**src/rtl/mem_arbiter_if.sv**
```systemverilog
// Shared fetch/load-store/memory bus seen by the arbiter. The master side is the
// CPU core plus memory model; the slave side is the arbiter itself.
interface mem_arbiter_if #(
  parameter int ADDR_WIDTH = 32,
  parameter int DATA_WIDTH = 32
) ();
  logic                    i_req;
  logic [ADDR_WIDTH-1:0]   i_addr;
  logic                    i_gnt;
  logic                    i_rvalid;
  logic [DATA_WIDTH-1:0]   i_rdata;

  logic                    d_req;
  logic                    d_we;
  logic [DATA_WIDTH/8-1:0] d_be;
  logic [ADDR_WIDTH-1:0]   d_addr;
  logic [DATA_WIDTH-1:0]   d_wdata;
  logic                    d_gnt;
  logic                    d_rvalid;
  logic [DATA_WIDTH-1:0]   d_rdata;

  logic                    mem_req;
  logic                    mem_we;
  logic [DATA_WIDTH/8-1:0] mem_be;
  logic [ADDR_WIDTH-1:0]   mem_addr;
  logic [DATA_WIDTH-1:0]   mem_wdata;
  logic [DATA_WIDTH-1:0]   mem_rdata;

  modport master (
    output i_req, i_addr, d_req, d_we, d_be, d_addr, d_wdata, mem_rdata,
    input  i_gnt, i_rvalid, i_rdata, d_gnt, d_rvalid, d_rdata,
           mem_req, mem_we, mem_be, mem_addr, mem_wdata
  );

  modport slave (
    input  i_req, i_addr, d_req, d_we, d_be, d_addr, d_wdata, mem_rdata,
    output i_gnt, i_rvalid, i_rdata, d_gnt, d_rvalid, d_rdata,
           mem_req, mem_we, mem_be, mem_addr, mem_wdata
  );
endinterface

```
**src/rtl/mem_arbiter.sv**
```systemverilog
// Shares one single-port word memory between the fetch and load/store ports,
// alternating on contention and routing the one-cycle-late read data back.
module mem_arbiter #(
  parameter int ADDR_WIDTH = 32,
  parameter int DATA_WIDTH = 32
) (
  input  logic          clk,
  input  logic          reset,
  mem_arbiter_if.slave  bus
);
  localparam int BE_W = DATA_WIDTH / 8;

  typedef enum logic [1:0] {
    RESP_NONE = 2'd0,
    RESP_I    = 2'd1,
    RESP_D    = 2'd2
  } resp_e;

  typedef enum logic {
    OWN_I = 1'b0,
    OWN_D = 1'b1
  } owner_e;

  resp_e  resp_q, resp_d;
  owner_e last_owner_q, last_owner_d;
  logic   resp_we_q, resp_we_d;
  logic   grant_i, grant_d;

  // On a tie the port that did not win last time gets the memory.
  always_comb begin
    grant_i = 1'b0;
    grant_d = 1'b0;
    if (!reset) begin
      if (bus.i_req && bus.d_req) begin
        grant_i = (last_owner_q == OWN_D);
        grant_d = (last_owner_q == OWN_I);
      end else begin
        grant_i = bus.i_req;
        grant_d = bus.d_req;
      end
    end
  end

  always_comb begin
    resp_d       = RESP_NONE;
    last_owner_d = last_owner_q;
    resp_we_d    = resp_we_q;
    if (grant_i) begin
      resp_d       = RESP_I;
      last_owner_d = OWN_I;
    end else if (grant_d) begin
      resp_d       = RESP_D;
      resp_we_d    = bus.d_we;
      last_owner_d = OWN_D;
    end
  end

  always_comb begin
    bus.mem_req   = 1'b0;
    bus.mem_we    = 1'b0;
    bus.mem_be    = '0;
    bus.mem_addr  = '0;
    bus.mem_wdata = '0;
    if (grant_i) begin
      bus.mem_req  = 1'b1;
      bus.mem_be   = {BE_W{1'b1}};
      bus.mem_addr = {bus.i_addr[ADDR_WIDTH-1:2], 2'b00};
    end else if (grant_d) begin
      bus.mem_req   = 1'b1;
      bus.mem_we    = bus.d_we;
      bus.mem_be    = bus.d_we ? bus.d_be : {BE_W{1'b1}};
      bus.mem_addr  = {bus.d_addr[ADDR_WIDTH-1:2], 2'b00};
      bus.mem_wdata = bus.d_wdata;
    end
  end

  // Reset drops any response already in flight; fetch wins the first tie.
  always_ff @(posedge clk or posedge reset) begin
    if (reset) begin
      resp_q       <= RESP_NONE;
      last_owner_q <= OWN_D;
      resp_we_q    <= 1'b0;
    end else begin
      resp_q       <= resp_d;
      last_owner_q <= last_owner_d;
      resp_we_q    <= resp_we_d;
    end
  end

  assign bus.i_gnt    = grant_i;
  assign bus.d_gnt    = grant_d;
  assign bus.i_rvalid = (resp_q == RESP_I);
  assign bus.d_rvalid = (resp_q == RESP_D);
  assign bus.i_rdata  = (resp_q == RESP_I) ? bus.mem_rdata : '0;
  // Store acknowledgements carry no data.
  assign bus.d_rdata  = (resp_q == RESP_D && !resp_we_q) ? bus.mem_rdata : '0;
endmodule

```
**src/flat_wrapper.sv**
```systemverilog
// flat-port wrapper written by rule: the top's interface ports become plain ports
module mem_arbiter_flat 
#(
  parameter int ADDR_WIDTH = 32,
  parameter int DATA_WIDTH = 32
)
  (clk, reset, bus_i_req, bus_i_addr, bus_d_req, bus_d_we, bus_d_be, bus_d_addr, bus_d_wdata, bus_mem_rdata, bus_i_gnt, bus_i_rvalid, bus_i_rdata, bus_d_gnt, bus_d_rvalid, bus_d_rdata, bus_mem_req, bus_mem_we, bus_mem_be, bus_mem_addr, bus_mem_wdata);
  mem_arbiter_if #(.ADDR_WIDTH(ADDR_WIDTH), .DATA_WIDTH(DATA_WIDTH)) bus_i ();
  input  logic clk;
  input  logic reset;
  input wire logic [$bits(bus_i.i_req)-1:0] bus_i_req;
  input wire logic [$bits(bus_i.i_addr)-1:0] bus_i_addr;
  input wire logic [$bits(bus_i.d_req)-1:0] bus_d_req;
  input wire logic [$bits(bus_i.d_we)-1:0] bus_d_we;
  input wire logic [$bits(bus_i.d_be)-1:0] bus_d_be;
  input wire logic [$bits(bus_i.d_addr)-1:0] bus_d_addr;
  input wire logic [$bits(bus_i.d_wdata)-1:0] bus_d_wdata;
  input wire logic [$bits(bus_i.mem_rdata)-1:0] bus_mem_rdata;
  output wire logic [$bits(bus_i.i_gnt)-1:0] bus_i_gnt;
  output wire logic [$bits(bus_i.i_rvalid)-1:0] bus_i_rvalid;
  output wire logic [$bits(bus_i.i_rdata)-1:0] bus_i_rdata;
  output wire logic [$bits(bus_i.d_gnt)-1:0] bus_d_gnt;
  output wire logic [$bits(bus_i.d_rvalid)-1:0] bus_d_rvalid;
  output wire logic [$bits(bus_i.d_rdata)-1:0] bus_d_rdata;
  output wire logic [$bits(bus_i.mem_req)-1:0] bus_mem_req;
  output wire logic [$bits(bus_i.mem_we)-1:0] bus_mem_we;
  output wire logic [$bits(bus_i.mem_be)-1:0] bus_mem_be;
  output wire logic [$bits(bus_i.mem_addr)-1:0] bus_mem_addr;
  output wire logic [$bits(bus_i.mem_wdata)-1:0] bus_mem_wdata;
  assign bus_i.i_req = bus_i_req;
  assign bus_i.i_addr = bus_i_addr;
  assign bus_i.d_req = bus_d_req;
  assign bus_i.d_we = bus_d_we;
  assign bus_i.d_be = bus_d_be;
  assign bus_i.d_addr = bus_d_addr;
  assign bus_i.d_wdata = bus_d_wdata;
  assign bus_i.mem_rdata = bus_mem_rdata;
  assign bus_i_gnt = bus_i.i_gnt;
  assign bus_i_rvalid = bus_i.i_rvalid;
  assign bus_i_rdata = bus_i.i_rdata;
  assign bus_d_gnt = bus_i.d_gnt;
  assign bus_d_rvalid = bus_i.d_rvalid;
  assign bus_d_rdata = bus_i.d_rdata;
  assign bus_mem_req = bus_i.mem_req;
  assign bus_mem_we = bus_i.mem_we;
  assign bus_mem_be = bus_i.mem_be;
  assign bus_mem_addr = bus_i.mem_addr;
  assign bus_mem_wdata = bus_i.mem_wdata;
  mem_arbiter #(.ADDR_WIDTH(ADDR_WIDTH), .DATA_WIDTH(DATA_WIDTH)) u_core (.clk(clk), .reset(reset), .bus(bus_i));
endmodule
```
**config.mk**
```make
export PLATFORM = sky130hd
export DESIGN_NAME = mem_arbiter_flat
export DESIGN_NICKNAME = d
export VERILOG_FILES = /design/src/rtl/mem_arbiter_if.sv /design/src/rtl/mem_arbiter.sv /design/src/flat_wrapper.sv
export SDC_FILE = /design/constraint.sdc
export NUM_CORES = 1
export LEC_CHECK = 0
export ABC_AREA = 1
export ABC_CLOCK_PERIOD_IN_PS = 1200
export BUFFER_PORTS_ARGS = -buffer_cell sky130_fd_sc_hd__buf_4
export CAP_MARGIN = 20
export CORE_AREA = 2 2 107 109
export CTS_CLUSTER_DIAMETER = 30
export DETAILED_ROUTE_END_ITERATION = 7
export DIE_AREA = 0 0 109 111
export GPL_TIMING_DRIVEN = 0
export PLACE_DENSITY = 0.52
export SYNTH_ARGS = -nofsm -noshare
export SYNTH_HDL_FRONTEND = slang
export SYNTH_SLANG_ARGS = --single-unit
```
**constraint.sdc**
```tcl
create_clock -name clk -period 1.2 [get_ports clk]
set_input_delay 0.06 -clock clk [delete_from_list [all_inputs] [get_ports clk]]
set_output_delay 0.06 -clock clk [all_outputs]
set_load 0.01 [all_outputs]
```
==> flow_summary_export.csv <==
group,metric,value,unit
sta,fmax,683,MHz
cells_and_area,utilization,45.7,%
synth,yosys_warnings,0,
drt,drt_first_pass_iters,4,
worst_setup_path,critical_path_class,"register to output port",
die,core.rowCount,39,
run_status,violations,"setup timing",
worst_setup_path,critPathCaptureType,"output port",
sta,finalHoldViolations,0,
sta,rsz0062_at_grt,"yes",
sta,finalCritPeriodShare,122,%
cells_and_area,n_antenna_cell,0,
sta,setup_viol,135,
synth,synth_largest_area_cell,"nor2_1",
cells_and_area,area_delta_synth_final,255,%
clock_network,cts_root_buf,"clkbuf_16",
synth,synthCells,322,
drt,postRouteAntennaNets,0,
cells_and_area,final_common_cell,"buf_4",
synth,synth-compound-area-share,0,%
worst_setup_path,critPathArrivalTime,1.40,ns
synth,ys_seq_area_share,7.10,%
drt,via_per_inst,4.03,
die,die_area,12100,µm²
sta,post-route-min-period,1.46,ns
drt,drc,0,
synth,synth_xor_area_share,0,%
worst_setup_path,required,1.14,ns
synth,synth_top_family_by_area,"simple AND/OR/NAND/NOR gates",
global_routing,first_global_vias,2894,
die,die_width,109,µm
clock_network,tritoncts,"built",
cells_and_area,fillerInstances,1084,
synth,netlist_area,1430,µm²
die,io-pin-count,275,
synth,synthSimpleGateAreaFrac,63.5,%
sta,fin_worst_skew,0.000953,ns
clock_network,cts.sinks,4,
clock_network,numCtsBuffers,3,
clock_network,clk_pin_slew,0.03,ns
global_routing,grt-ovfl-total,0,
synth,synth_fa_ha_area_share,0,%
power,vdd_drop_max,0.000519,V
cells_and_area,final_nets,761,
worst_setup_path,rrSetupSlack,-0.03,ns
global_routing,grtUsageTotal,13.9,%
place,place.gp.congestion,0.796,
synth,yosys.area.top_type_share,25.8,%
drt,wl_per_cell,13.3,µm
die,initial_core_util,12.9,%
synth,synth.area.mux_share,0,%
place,hpwl,7480,µm
place,port_buffers,268,
job,drv_cap,0,
global_routing,grt_max_degree,11,
clock_network,clk_latency,0.22,ns
clock_network,cts.path.max_buffers,2,
drt,vias,3090,
die,core-area,11100,µm²
worst_setup_path,crit_path_start_kind,"register",
drt,wl,10200,µm
sta,setup_ws,-0.264,ns
global_routing,antenna_found_initial,0,
synth,netlist_top_cells_area,"nor2_1 26%, nand3_1 23%, inv_1 20%, nand2_1 13%, dfrtp_1 5.3%",
worst_setup_path,crit_fanout,6,
global_routing,grt_pass1_wl,13600,µm
power,power_density,501,nW/µm²
power,totalPowerFinal,2.54,mW
worst_hold_path,hold_path_class,"input pin to register",
cells_and_area,drive_gt1_share,66.6,%
synth,ys_ff_latch,4,
cells_and_area,final_cell_mix,"215 x buf_4, 82 x buf_6, 72 x inv_1",
drt,drt_iter0_drc,84,
synth,synth_area_per_cell,4.43,µm²
die,chipHeight,111,µm
clock_network,h-tree-depth,1,
run_status,status,"finished, violations left",
sta,slew_viol_final,0,
synth,synth_cell_types,15,
power,p_leak,2.83,nW
==> area by class of cell <==
| type | instances | area, µm² | area share (%) |
|---|---|---|---|
| repair buffers | 296 | 2600 | 51.4 |
| multi-input cells | 217 | 1530 | 30.2 |
| inverters | 79 | 302 | 5.95 |
| plain buffers | 23 | 274 | 5.41 |
| well taps | 143 | 179 | 3.53 |
| flip-flops and latches | 4 | 101 | 2.00 |
| clock buffers | 4 | 78.8 | 1.56 |
==> stage by stage <==
step / hold slack [ns] / setup TNS (ns) / cells / area, µm² / setup WS, ns
after global routing: 0.166 / -34.02 / 766 / 5070 / -0.341
final: 0.139 / -24.42 / 766 / 5070 / -0.264
after floorplan: -0.179 / 0 / 323 / 1430 / 0.0784
after detailed placement: -0.0115 / -16.49 / 734 / 3620 / -0.265
after global placement: -0.0137 / -14.95 / 734 / 3620 / -0.228
after CTS: 0.142 / -24.63 / 761 / 4300 / -0.286
==> metal layers <==
layer  track usage, %  routed length, µm  vias up
met3             4.00               1060        8
met2             28.5               5490      171
met1             13.6               3550     1373
met5                0                  0        -
li1                 -                  -     1538
met4             1.11                 77        0
==> worst max-delay path: stages (launching register included) <==
cell	delay [ns]
dfstp_2	0.57
nand2_4	0.10
nand3_4	0.09
buf_12	0.12
buf_8	0.12
nor2_1	0.04
buf_4	0.14
==> cell usage after synthesis <==
cell type   n
nor2_4      1
dfrtp_1     3
buf_2      12
inv_2       2
buf_1       3
nand2_2     1
conb_1      1
buf_4       5
clkbuf_1    3
nand2_1    48
nand3_2     1
nand3_1    66
nor2_1     98
dfstp_2     1
inv_1      77
==> power breakdown <==
| group | switching (mW) | internal (mW) | total (mW) |
|---|---|---|---|
| combinational | 0.861 | 0.979 | 1.84 |
| sequential | 0.0125 | 0.153 | 0.166 |
| clock | 0.0927 | 0.439 | 0.531 |
==> flip-flops by register name, indices dropped and copies added, names as in the netlist <==
name                 cells
u_core.last_owner_q      1
u_core.resp_q            2
u_core.resp_we_q         1
==> what timing repair did <==
action,in CTS,in global routing
buffers inserted,15,2
hold buffers,1,0
cloned,7,3
hold endpoints to repair,4,0
setup endpoints to repair,133,137
pin swaps,11,7
gates resized for setup,127,178
==> worst paths after layout <==
check / start / to / cells past startpoint
min in group asynchronous: reset / u_core.resp_we_q / 3
setup / recovery: u_core.last_owner_q / bus_mem_wdata[30] / 6
max in group asynchronous: reset / u_core.last_owner_q / 3
hold / removal: bus_i_req / u_core.last_owner_q / 4
setup reg to reg: u_core.last_owner_q / u_core.resp_q[1] / 6
hold reg to reg: u_core.resp_we_q / u_core.resp_we_q / 2
==> logic make-up (layout without fill, tap and decap cells) <==
| family | Yosys count | count (layout) |
|---|---|---|
| buf+inv | 102 | 402 |
| simple gates | 215 | 215 |
| flops | 4 | 4 |
| other cells | 1 | 2 |
Note: power is estimated with default switching activity, not from simulation.
